<file path="config.mk">
export PLATFORM = sky130hd
export DESIGN_NAME = mc_ctrl
export DESIGN_NICKNAME = d
export VERILOG_FILES = /design/src/rtl/mc_pkg.sv /design/src/rtl/mc_decode.sv /design/src/rtl/mc_ctrl.sv
export SDC_FILE = /design/constraint.sdc
export NUM_CORES = 1
export LEC_CHECK = 0
export ABC_CLOCK_PERIOD_IN_PS = 2000
export BUFFER_PORTS_ARGS = -buffer_cell sky130_fd_sc_hd__buf_2
export CAP_MARGIN = 30
export CORE_AREA = 3 3 49 51
export CTS_CLUSTER_DIAMETER = 80
export DETAILED_ROUTE_END_ITERATION = 10
export DIE_AREA = 0 0 52 54
export MAX_ROUTING_LAYER = met4
export PLACE_DENSITY = 0.78
export RECOVER_POWER = 100
export SLEW_MARGIN = 5
export SYNTH_ARGS = -nofsm -noshare
export SYNTH_HDL_FRONTEND = slang
export SYNTH_SLANG_ARGS = --single-unit
</file>
<file path="constraint.sdc">
create_clock -name clk -period 2 [get_ports clk]
set_clock_uncertainty 0.15 [all_clocks]
set_input_delay 0.1 -clock clk [delete_from_list [all_inputs] [get_ports clk]]
set_output_delay 0.1 -clock clk [all_outputs]
set_load 0.05 [all_outputs]
</file>
<file path="src/rtl/mc_pkg.sv">
// mc_pkg: shared encodings for the multi-cycle MIPS control FSM.
// Opcodes, functs, state codes and datapath select encodings.
package mc_pkg;

    // Register index written by jal
    localparam logic [4:0] RA_REG = 5'd31;

    localparam logic [5:0] OP_RTYPE = 6'b000000;
    localparam logic [5:0] OP_ORI   = 6'b001101;
    localparam logic [5:0] OP_ADDIU = 6'b001001;
    localparam logic [5:0] OP_LUI   = 6'b001111;
    localparam logic [5:0] OP_LW    = 6'b100011;
    localparam logic [5:0] OP_SW    = 6'b101011;
    localparam logic [5:0] OP_BEQ   = 6'b000100;
    localparam logic [5:0] OP_J     = 6'b000010;
    localparam logic [5:0] OP_JAL   = 6'b000011;

    localparam logic [5:0] FN_ADDU = 6'b100001;
    localparam logic [5:0] FN_SUBU = 6'b100011;
    localparam logic [5:0] FN_SLT  = 6'b101010;
    localparam logic [5:0] FN_JR   = 6'b001000;

    typedef enum logic [2:0] {
        S_FETCH = 3'd0,
        S_DCD   = 3'd1,
        S_EXE   = 3'd2,
        S_MA    = 3'd3,
        S_WB    = 3'd4,
        S_BR    = 3'd5
    } state_e;

    localparam logic [1:0] NPC_PC4 = 2'b00;
    localparam logic [1:0] NPC_BR  = 2'b01;
    localparam logic [1:0] NPC_JMP = 2'b10;
    localparam logic [1:0] NPC_REG = 2'b11;

    localparam logic [2:0] ALU_ADD  = 3'b000;
    localparam logic [2:0] ALU_SUB  = 3'b001;
    localparam logic [2:0] ALU_OR   = 3'b010;
    localparam logic [2:0] ALU_SLT  = 3'b011;
    localparam logic [2:0] ALU_PASB = 3'b100;

    localparam logic [1:0] EXT_ZERO = 2'b00;
    localparam logic [1:0] EXT_SIGN = 2'b01;
    localparam logic [1:0] EXT_HIGH = 2'b10;

    localparam logic [1:0] WD_ALU = 2'b00;
    localparam logic [1:0] WD_MEM = 2'b01;
    localparam logic [1:0] WD_PC  = 2'b10;

    localparam logic [1:0] GPR_RD = 2'b00;
    localparam logic [1:0] GPR_RT = 2'b01;
    localparam logic [1:0] GPR_RA = 2'b10;

    // Instruction-class flags; exactly one is set for any Op/Funct
    typedef struct packed {
        logic is_rtype;
        logic is_lw;
        logic is_sw;
        logic is_beq;
        logic is_j;
        logic is_jal;
        logic is_jr;
        logic is_itype_alu;
        logic illegal;
    } dec_t;

    // ALU function used in EXE for the arithmetic/memory classes
    function automatic logic [2:0] alu_op_f(input logic [5:0] op,
                                            input logic [5:0] funct);
        logic [2:0] r;
        r = ALU_ADD;
        if (op == OP_RTYPE) begin
            case (funct)
                FN_SUBU: r = ALU_SUB;
                FN_SLT:  r = ALU_SLT;
                default: r = ALU_ADD;
            endcase
        end else begin
            case (op)
                OP_ORI:  r = ALU_OR;
                OP_LUI:  r = ALU_PASB;
                default: r = ALU_ADD;
            endcase
        end
        return r;
    endfunction

    // Immediate extender mode used in EXE; R-type leaves it at zero
    function automatic logic [1:0] ext_op_f(input logic [5:0] op);
        logic [1:0] r;
        case (op)
            OP_LUI:   r = EXT_HIGH;
            OP_ADDIU: r = EXT_SIGN;
            OP_LW:    r = EXT_SIGN;
            OP_SW:    r = EXT_SIGN;
            default:  r = EXT_ZERO;
        endcase
        return r;
    endfunction

endpackage

</file>
<file path="src/rtl/mc_decode.sv">
// mc_decode: combinational classifier from Op/Funct to one-hot
// instruction-class flags; illegal is set when no class matches.
module mc_decode
    import mc_pkg::*;
(
    input  logic [5:0] op_i,
    input  logic [5:0] funct_i,
    output dec_t       dec_o
);

    logic rt;

    // Classify the instruction currently held in IR
    always_comb begin
        dec_o = '0;
        rt = (op_i == OP_RTYPE);
        dec_o.is_rtype = rt && (funct_i == FN_ADDU ||
                                funct_i == FN_SUBU ||
                                funct_i == FN_SLT);
        dec_o.is_jr = rt && (funct_i == FN_JR);
        dec_o.is_lw = (op_i == OP_LW);
        dec_o.is_sw = (op_i == OP_SW);
        dec_o.is_beq = (op_i == OP_BEQ);
        dec_o.is_j = (op_i == OP_J);
        dec_o.is_jal = (op_i == OP_JAL);
        dec_o.is_itype_alu = (op_i == OP_ORI) ||
                             (op_i == OP_ADDIU) ||
                             (op_i == OP_LUI);
        dec_o.illegal = ~|{dec_o.is_rtype, dec_o.is_jr,
                           dec_o.is_lw, dec_o.is_sw,
                           dec_o.is_beq, dec_o.is_j,
                           dec_o.is_jal, dec_o.is_itype_alu};
    end

endmodule

</file>
<file path="src/rtl/mc_ctrl.sv">
// mc_ctrl: multi-cycle MIPS control FSM (FETCH/DCD/EXE/MA/WB/BR).
// Optional retired-instruction counter: MC_CTRL_INSTR_CNT_EN.
module mc_ctrl
    import mc_pkg::*;
(
    input  logic        clk,
    input  logic        rst,
    input  logic [5:0]  Op,
    input  logic [5:0]  Funct,
    input  logic        Zero,
    output logic        PCWrite,
    output logic [1:0]  NPCOp,
    output logic        IRWrite,
    output logic        RFWrite,
    output logic        DMWrite,
    output logic [1:0]  EXTOp,
    output logic        ALUSrc,
    output logic [2:0]  ALUOp,
    output logic [1:0]  WDSel,
    output logic [1:0]  GPRSel,
    output logic [31:0] instr_cnt
);

    state_e state_q, state_d;
    dec_t   dec;
    logic   pcw_d, irw_d, rfw_d, dmw_d;

    mc_decode u_dec (
        .op_i    (Op),
        .funct_i (Funct),
        .dec_o   (dec)
    );

    // Next state and datapath controls from the current phase
    always_comb begin
        state_d = S_FETCH;
        pcw_d   = 1'b0;
        irw_d   = 1'b0;
        rfw_d   = 1'b0;
        dmw_d   = 1'b0;
        NPCOp   = NPC_PC4;
        EXTOp   = EXT_ZERO;
        ALUSrc  = 1'b0;
        ALUOp   = ALU_ADD;
        WDSel   = WD_ALU;
        GPRSel  = GPR_RD;
        unique case (state_q)
            S_FETCH: begin
                pcw_d   = 1'b1;
                irw_d   = 1'b1;
                state_d = S_DCD;
            end
            S_DCD: begin
                unique case (1'b1)
                    dec.is_j: begin
                        pcw_d = 1'b1;
                        NPCOp = NPC_JMP;
                    end
                    dec.is_jal: begin
                        pcw_d  = 1'b1;
                        NPCOp  = NPC_JMP;
                        rfw_d  = 1'b1;
                        GPRSel = GPR_RA;
                        WDSel  = WD_PC;
                    end
                    dec.is_jr: begin
                        pcw_d = 1'b1;
                        NPCOp = NPC_REG;
                    end
                    dec.is_beq:       state_d = S_BR;
                    dec.is_lw:        state_d = S_EXE;
                    dec.is_sw:        state_d = S_EXE;
                    dec.is_rtype:     state_d = S_EXE;
                    dec.is_itype_alu: state_d = S_EXE;
                    default:          state_d = S_FETCH;
                endcase
            end
            S_EXE: begin
                ALUSrc  = ~dec.is_rtype;
                ALUOp   = alu_op_f(Op, Funct);
                EXTOp   = ext_op_f(Op);
                state_d = (dec.is_lw || dec.is_sw) ? S_MA : S_WB;
            end
            S_MA: begin
                ALUSrc  = 1'b1;
                ALUOp   = ALU_ADD;
                EXTOp   = EXT_SIGN;
                dmw_d   = dec.is_sw;
                state_d = dec.is_lw ? S_WB : S_FETCH;
            end
            S_WB: begin
                rfw_d = 1'b1;
                if (dec.is_lw) begin
                    WDSel  = WD_MEM;
                    GPRSel = GPR_RT;
                end else if (dec.is_rtype) begin
                    WDSel  = WD_ALU;
                    GPRSel = GPR_RD;
                end else begin
                    WDSel  = WD_ALU;
                    GPRSel = GPR_RT;
                end
                state_d = S_FETCH;
            end
            S_BR: begin
                ALUOp   = ALU_SUB;
                ALUSrc  = 1'b0;
                NPCOp   = NPC_BR;
                pcw_d   = Zero;
                state_d = S_FETCH;
            end
            default: state_d = S_FETCH;
        endcase
    end

    assign PCWrite = rst & pcw_d;
    assign IRWrite = rst & irw_d;
    assign RFWrite = rst & rfw_d;
    assign DMWrite = rst & dmw_d;

    // Phase register with synchronous active-low reset
    always_ff @(posedge clk) begin
        if (!rst) state_q <= S_FETCH;
        else      state_q <= state_d;
    end

`ifdef MC_CTRL_INSTR_CNT_EN
    logic [31:0] cnt_q, cnt_d;

    // Count each return to FETCH from a later phase
    always_comb begin
        cnt_d = cnt_q;
        if (state_d == S_FETCH && state_q != S_FETCH)
            cnt_d = cnt_q + 32'd1;
    end

    // Retired-instruction counter register
    always_ff @(posedge clk) begin
        if (!rst) cnt_q <= 32'd0;
        else      cnt_q <= cnt_d;
    end

    assign instr_cnt = cnt_q;
`else
    assign instr_cnt = 32'h0;
`endif

endmodule

</file>
After elaboration in Yosys (flattened, before gate mapping):

Cells that the tools add are included.

* register bits: 3
* input port bits: 15

* reductions and logical operators: 13
* multiplexer cells: 25
* bitwise operators: 5
* equality and inequality tests: 17

Operator list (count)
* 6-bit equality test, second input constant: 5
* 2-bit case mux with 2 select lines: 7
* 6-bit by 4-bit equality test with 1-bit output, second input constant: 4
* 3-bit case mux with 2 select lines: 3
* 6-bit by 2-bit equality test with 1-bit output, second input constant: 2
* 3-bit case mux with 4 select lines: 1
* 3-bit two-way mux: 3
* 1-bit two-way mux: 7
* 3-bit by 2-bit equality test with 1-bit output, second input constant: 2
* 3-bit equality test, second input constant: 2
* 6-bit by 3-bit equality test with 1-bit output, second input constant: 1
* 6-bit zero test: 1
* 3-bit OR reduction: 2
* 1-bit logical OR: 5
* 1-bit AND: 4
* 1-bit case mux with 2 select lines: 2
* 4-bit OR reduction: 1
* 3-bit by 1-bit equality test with 1-bit output, second input constant: 1
* 3-bit zero test: 1
* 1-bit case mux with 3 select lines: 1
* 1-bit logical AND: 2
* 2-bit two-way mux: 1
* 2-bit OR reduction: 1
* 1-bit NOT: 1

Logic depth before layout (Yosys ltp):

Gate-level depths: netlist of the first run.

* word-level depth: 7
* mapped depth: 5

Modules after synthesis:

Synthesis of the first run repeated with hierarchy kept, for this count alone.

* cell total of the unflattened synthesis: 124
* area total of the unflattened synthesis: 902.1 µm²

By module, submodules not included
* mc_ctrl: sequential area each 60.1 µm², cells each 96, instances 1, area each 720.7 µm²
* mc_decode: sequential area each 0.0 µm², cells each 28, instances 1, area each 181.4 µm²

Worst setup path after synthesis of the first run:

No wires, ideal clock.

* path kind: register to output
* start point: register state_q[0]
* end point: output port WDSel[1]
* cell stages (with the launch flop): 5
* slack: -746 ps
* path buffers: 2
* data arrival time: 2496 ps
* data required time: 1750 ps
* cells stage by stage: dfxtp_1 > buf_6 > nand2b_1 > nor4_1 > buf_4

* word-level cells in the longest chain between the ends: 2

RTL lines
* start, declared: line mc_ctrl.sv:24 `state_e state_q, state_d;`
* start signal, assigned: line mc_ctrl.sv:124 `else state_q <= state_d;`
* 3-bit equality test / 3-bit by 1-bit equality test with 1-bit output (equally long branches): line mc_ctrl.sv:47 `unique case (state_q)`
* 2-bit case mux with 2 select lines *: line mc_ctrl.sv:47
* end, declared: line mc_ctrl.sv:19 `output logic [1:0] WDSel,`

Mark *: on every way between the ends. The rest lies on a longest branch, timed or not.

Final worst setup path of the first run:

* start point: input port Op[0]
* end point: output port DMWrite

* word-level cells in the longest chain between the ends: 3

RTL lines
* start, declared: line mc_ctrl.sv:8 `input logic [5:0] Op,`
* 6-bit equality test: line mc_decode.sv:22 `dec_o.is_sw = (op_i == OP_SW);`
* 1-bit two-way mux: line mc_ctrl.sv:47
* 1-bit AND: line mc_ctrl.sv:119 `assign DMWrite = rst & dmw_d;`
* end, declared: line mc_ctrl.sv:15 `output logic DMWrite,`

No other way between the ends.

==> results of run 1 <==
==> worst paths after layout <==
kind	start	to	slack, ns	cells after the start
min	Op[2]	state_q[0]	0.08	3
max reg2reg	state_q[1]	state_q[1]	0.46	4
min reg2reg	state_q[1]	state_q[0]	0.50	2
max	Op[0]	DMWrite	0.10	5
==> synthesized netlist by cell type (all sizes together) <==
cell	instances	area share [%]
nand2	5	2.9
o41ai	1	1.2
conb	1	0.50
nor3b	1	1.7
nand4	1	0.84
o21ai	1	0.67
or4b	1	1.3
or4	1	1.0
and4b	1	1.5
buf	37	38
a31oi	2	1.7
or3b	1	1.2
o311a	1	1.3
and2	1	0.84
a21oi	5	3.4
o32a	1	1.5
dfxtp	3	8.1
nand2b	3	2.5
nand3	4	2.7
a21o	1	1.2
nor2b	3	2.5
nor2	12	6.0
a32o	1	1.3
nor4	4	3.4
and4	1	1.2
mux2i	1	1.3
inv	4	2.0
nor3	6	4.0
and3	1	0.84
a32oi	1	1.2
or2b	2	2.2
==> layout make-up <==
type                       instances  area [µm²]  share of cell area [%]
inverter                           4        15.0                    1.82
tap                               27        33.8                    4.09
timing repair buffer              32         163                    19.7
sequential                         3        60.1                    7.27
multi-input combinational         95         528                    63.9
clock buffer                       4        26.3                    3.18
==> routing by layer <==
metal / vias up / GRT usage [%] / routed length [µm]
met4: 0 / 7.86 / 14
met5: - / - / 0
met3: 2 / 1.39 / 255
li1: 374 / - / -
met2: 51 / 18.8 / 752
met1: 315 / 14.0 / 693
==> cells by family after synthesis <==
logic type,Yosys count,share of synthesized area [%]
other,1,0.504
AO/OA/AOI/OAI,14,13.4
AND/OR/NAND/NOR,48,36.6
buffers and inverters,41,40.0
flip-flops,3,8.07
multiplexers,1,1.34
==> placed cells by master (no fill, tap or decap), drive strengths merged, types with 2 or more instances in the layout <==
cell type  instances
buf               17
nor2              12
nand2              5
nor4               4
clkbuf            19
inv                4
a21oi              5
nand3              4
conb              32
or2b               2
nor2b              3
nor3               6
a31oi              2
nand2b             3
dfxtp              3
==> power by group through the flow <==
stage | combinational, mW | sequential, mW | clock, mW
final | 0.258 | 0.0691 | 0.106
after global placement | 0.256 | 0.0697 | 0
after floorplan | 0.272 | 0.0664 | 0
after detailed placement | 0.257 | 0.0699 | 0
after global routing | 0.273 | 0.0696 | 0.118
after CTS | 0.257 | 0.0689 | 0.115
==> stage by stage <==
step,std cells,cell area (µm²),setup TNS (ns)
3_3_place_gp,161,805,0
2_1_floorplan,139,888,-0.130
5_1_grt,165,826,0
4_1_cts,165,831,0
3_5_place_dp,161,805,0
6_report,165,826,0
==> worst max-delay path, delay by kind of cell <==
family / cells / cell delay (ns)
buffers and inverters: 2 / 0.51
AND/OR/NAND/NOR: 3 / 1.03
==> results.toml, run 1 <==
[outcome]
status = "completed"

[finish]
reg_top3 = "state_q (3)"
diodes = 0
fillers = 215
top_register = "state_q"
postLayoutCoreUtil_pct = 41.7
layout-drive-gt1-share_pct = 31.9
largest_reg_flops = 3
syn2layout_area_growth_pct = 10.9
finish.net_count = 154

[worst_hold_path]
min_path_type = "primary input to flip-flop"

[worst_setup_path]
slowest_stage = "or4b_1"
arrival_ns = 1.65
slowest_delay_ns = 0.64
criticalPathCategory = "primary input to primary output"
worstSetupStartpointType = "primary input"
worstPathCellList = "clkbuf_1 > nand2_1 > or4b_1 > nor3_2 > clkbuf_2"
crit_required_ns = 1.75
cp_max_fo = 7
endpoint_kind = "primary output"

[clocking]
post_cts_buffers = 0
insertion_delay_ns = 0.23
hold_buffers = 0
cts_tree = "built"
cts_resized = 0
clk_pin_slew_ns = 0.03
clk_path_buf_depth = 2
cts_buffers = 3
cts_sinks = 3
htreeDepth = 1
cts_root_buf = "clkbuf_4"

[sta]
rsz0062_at_grt = "no"
min_period_ns = 1.90
slew_violations = 0
worstMarginPinSlew_ns = 0.597
hold_viol_final = 0
layout_setup_ws_ns = 0.102
timing.hold.ws_ns = 0.0844
fmax_ghz = 0.527
slew_headroom_pct = 60.4
report.final.setup_viol = 0
fin_crit_sh_pct = 94.9

[routing]
via_per_inst = 4.50
drt_iter0_drc = 4
drc = 0
wl_um = 1720
routedWlPerCell_um = 10.4
ant_nets = 0
dr.pass1.iters = 4
vias = 742

[power_and_ir_drop]
finalPower_mw = 0.434
p_int_mw = 0.183
p_per_area_mw_per_mm2 = 525
ir_drop_uv = 293
p_leak_nw = 0.410
p_switching_mw = 0.251
clkPwrFrac_pct = 24.5
swShare_pct = 57.9
combPwrFrac_pct = 59.6
pwr-share-seq_pct = 15.9

[placed_design]
numPortBuffers = 30
pre_cts_ws_ns = 0.264
gp_congestion = 0.848
detailed_place_hpwl_um = 1430

[die]
die_h_um = 54
dieArea_mm2 = 0.00281
core.rowCount = 16
initial_core_util_pct = 37.6
die_x_um = 52
core_area_mm2 = 0.00198
num_io_pins = 63

[synthesis]
syn_inst = 108
yosysSeqAreaShare_pct = 8.07
synth_cell_types = 35
avgSynthCellArea_um2 = 6.89
mappedNetlistArea_um2 = 744
synth_seq_cells = 3
yosys_warnings = 0

[global_route]
grt_pass1_vias = 601
grt_usage_pct = 11.8
grt_pass1_wl_um = 2450
antenna_found_initial = 0
grt_overflow_total = 0
grt_max_degree = 11

[job]
max_cap_violations = 0
No activity file was read; power rests on OpenSTA's default activity.
==> run 2, diff against run 1 <==
--- a/config.mk
+++ b/config.mk
@@ -5,6 +5,7 @@
 export SDC_FILE = /design/constraint.sdc
 export NUM_CORES = 1
 export LEC_CHECK = 0
+export ABC_AREA = 1
 export ABC_CLOCK_PERIOD_IN_PS = 2000
 export BUFFER_PORTS_ARGS = -buffer_cell sky130_fd_sc_hd__buf_2
 export CAP_MARGIN = 30
@@ -13,7 +14,7 @@
 export DETAILED_ROUTE_END_ITERATION = 10
 export DIE_AREA = 0 0 52 54
 export MAX_ROUTING_LAYER = met4
-export PLACE_DENSITY = 0.78
+export PLACE_DENSITY = 0.8
 export RECOVER_POWER = 100
 export SLEW_MARGIN = 5
 export SYNTH_ARGS = -nofsm -noshare
==> results.toml, run 2 <==
[outcome]
status = "completed"

[clocking]
cts_tree = "built"
cts_resized = 0
post_cts_buffers = 0
cts_sinks = 3
cts_root_buf = "clkbuf_4"
htreeDepth = 1
insertion_delay_ns = 0.23
clk_path_buf_depth = 2
hold_buffers = 1
clk_pin_slew_ns = 0.04
cts_buffers = 3

[sta]
min_period_ns = 1.78
slew_headroom_pct = 60.4
rsz0062_at_grt = "no"
report.final.setup_viol = 0
timing.hold.ws_ns = 0.195
fin_crit_sh_pct = 88.9
worstMarginPinSlew_ns = 0.596
slew_violations = 0
hold_viol_final = 0
tns_ns = 0
fmax_ghz = 0.563

[synthesis]
avgSynthCellArea_um2 = 6.07
synth_ff_type = "dfxtp_1"
syn_inst = 128
yosys.area.top_type_share_pct = 31.9
postSynth.asyncResetShare_pct = 0
yosys_warnings = 0
synthTopCellsByArea = "buf_4, inv_1, nand3_1"
mappedNetlistArea_um2 = 777
synth_cell_types = 23
synth-edff-count = 0
synth_area_leader_cell = "buf_4"
synth_common_cells = "buf_4, inv_1, nand2_1"
yosysSeqAreaShare_pct = 7.73
synth_seq_cells = 3
yosysMostFrequentCell = "buf_4"

[power_and_ir_drop]
p_per_area_mw_per_mm2 = 454
finalPower_mw = 0.393
p_leak_nw = 0.548
ir_drop_uv = 273

[finish]
top_register = "state_q"
syn2layout_area_growth_pct = 11.3
largest_reg_flops = 3
finish.net_count = 177
postLayoutCoreUtil_pct = 43.6
layout-drive-gt1-share_pct = 27.3
multi_input_area_um2 = 508
mostFrequentLayoutCells = "conb_1, inv_1, nand2_1"
diodes = 0
final_common_cell = "conb_1"
finalNonFillerCells = 188
fillers = 224
regArea_um2 = 60.1
reg_top3 = "state_q (3)"

[global_route]
grt_usage_pct = 11.3
grt_busiest_layer = "met2"
grt_pass1_vias = 578
met1_usage_pct = 13.5
grt_max_degree = 8
grt_pass1_wl_um = 2310
antenna_found_initial = 0
grtUsageMet2_pct = 17.8
grt_overflow_total = 0
grtUsageMet3_pct = 2.22

[die]
die_h_um = 54
dieArea_mm2 = 0.00281
core.rowCount = 16
num_io_pins = 63
die_x_um = 52
core_area_mm2 = 0.00198
initial_core_util_pct = 39.2

[routing]
dr.pass1.iters = 4
via_per_inst = 3.93
drt_iter0_drc = 22
drc = 0
vias = 738
ant_nets = 0
routedWlPerCell_um = 8.57
wl_um = 1610

[placed_design]
gp_congestion = 0.816
detailed_place_hpwl_um = 1450
numPortBuffers = 30
dpl.cell_count = 183

[worst_setup_path]
slowest_stage = "clkbuf_1"
arrival_ns = 1.53
cp_max_fo = 5
timing.rr.end = "state_q[0]"
slowest_delay_ns = 0.49
crit_required_ns = 1.75
timing.rr.start = "state_q[1]"
endpoint_kind = "primary output"
r2r.worst_path.cells = 8
criticalPathCategory = "flip-flop to primary output"
worstSetupStartpointType = "flip-flop"
worstPathCellList = "nor2_1 > nand2_1 > nor3_1 > clkbuf_1"
rrSetupSlack_ns = 0.75

[job]
max_cap_violations = 0

[worst_hold_path]
hold_end = "state_q[1]"
holdPathStages = 4
min_from = "Op[2]"
min_path_type = "primary input to flip-flop"
==> run 2: how the worst max path moves through the flow <==
stage / startpoint / to / slack, ns / cells past startpoint
after floorplan: state_q[0] / WDSel[0] / 0.12 / 3
after global placement: Op[1] / PCWrite / 0.52 / 8
after detailed placement: Op[1] / PCWrite / 0.51 / 8
after CTS: state_q[1] / DMWrite / 0.31 / 7
after global routing: state_q[1] / ALUOp[1] / 0.13 / 7
final: state_q[0] / WDSel[0] / 0.22 / 4
==> run 2: worst max-delay path: cells and delay by family (launching register included) <==
kind	cells	cell delay [ns]
DFF	1	0.34
and+or+nand+nor	3	0.46
buffers and inverters	1	0.49
==> run 2: final cells by class <==
class                   count  share of cell area [%]
repair buffers             31                    17.8
inverters                  22                    9.55
well taps                  27                    3.91
flip-flops and latches      3                    6.95
clock buffers               4                    3.04
multi-input cells         101                    58.8
==> run 2: report_power, final <==
group | leakage (nW) | switching (mW) | total (mW) | internal (mW)
clock network | 0.0150 | 0.0308 | 0.106 | 0.0747
registers | 0.0245 | 0.00265 | 0.0649 | 0.0623
logic | 0.508 | 0.192 | 0.222 | 0.0301
==> run 2: cell families (layout without fill, tap and decap cells) <==
| family | after synthesis | after routing | share of synthesized area, % |
|---|---|---|---|
| buf+inv | 55 | 57 | 42.5 |
| flops | 3 | 3 | 7.73 |
| other cells | 1 | 32 | 0.483 |
| compound gates | 9 | 9 | 7.25 |
| simple gates | 60 | 60 | 42.0 |
==> run 2: layer usage <==
metal	vias up	wire length, µm
met1	301	663
li1	398	-
met2	39	758
met4	0	0
met3	0	191
met5	-	0
==> run 2: stage by stage <==
step	cell area [µm²]	setup slack, ns
floorplan	898	0.117
global placement	835	0.521
detailed placement	835	0.510
CTS	871	0.312
global route	865	0.133
finish	865	0.223
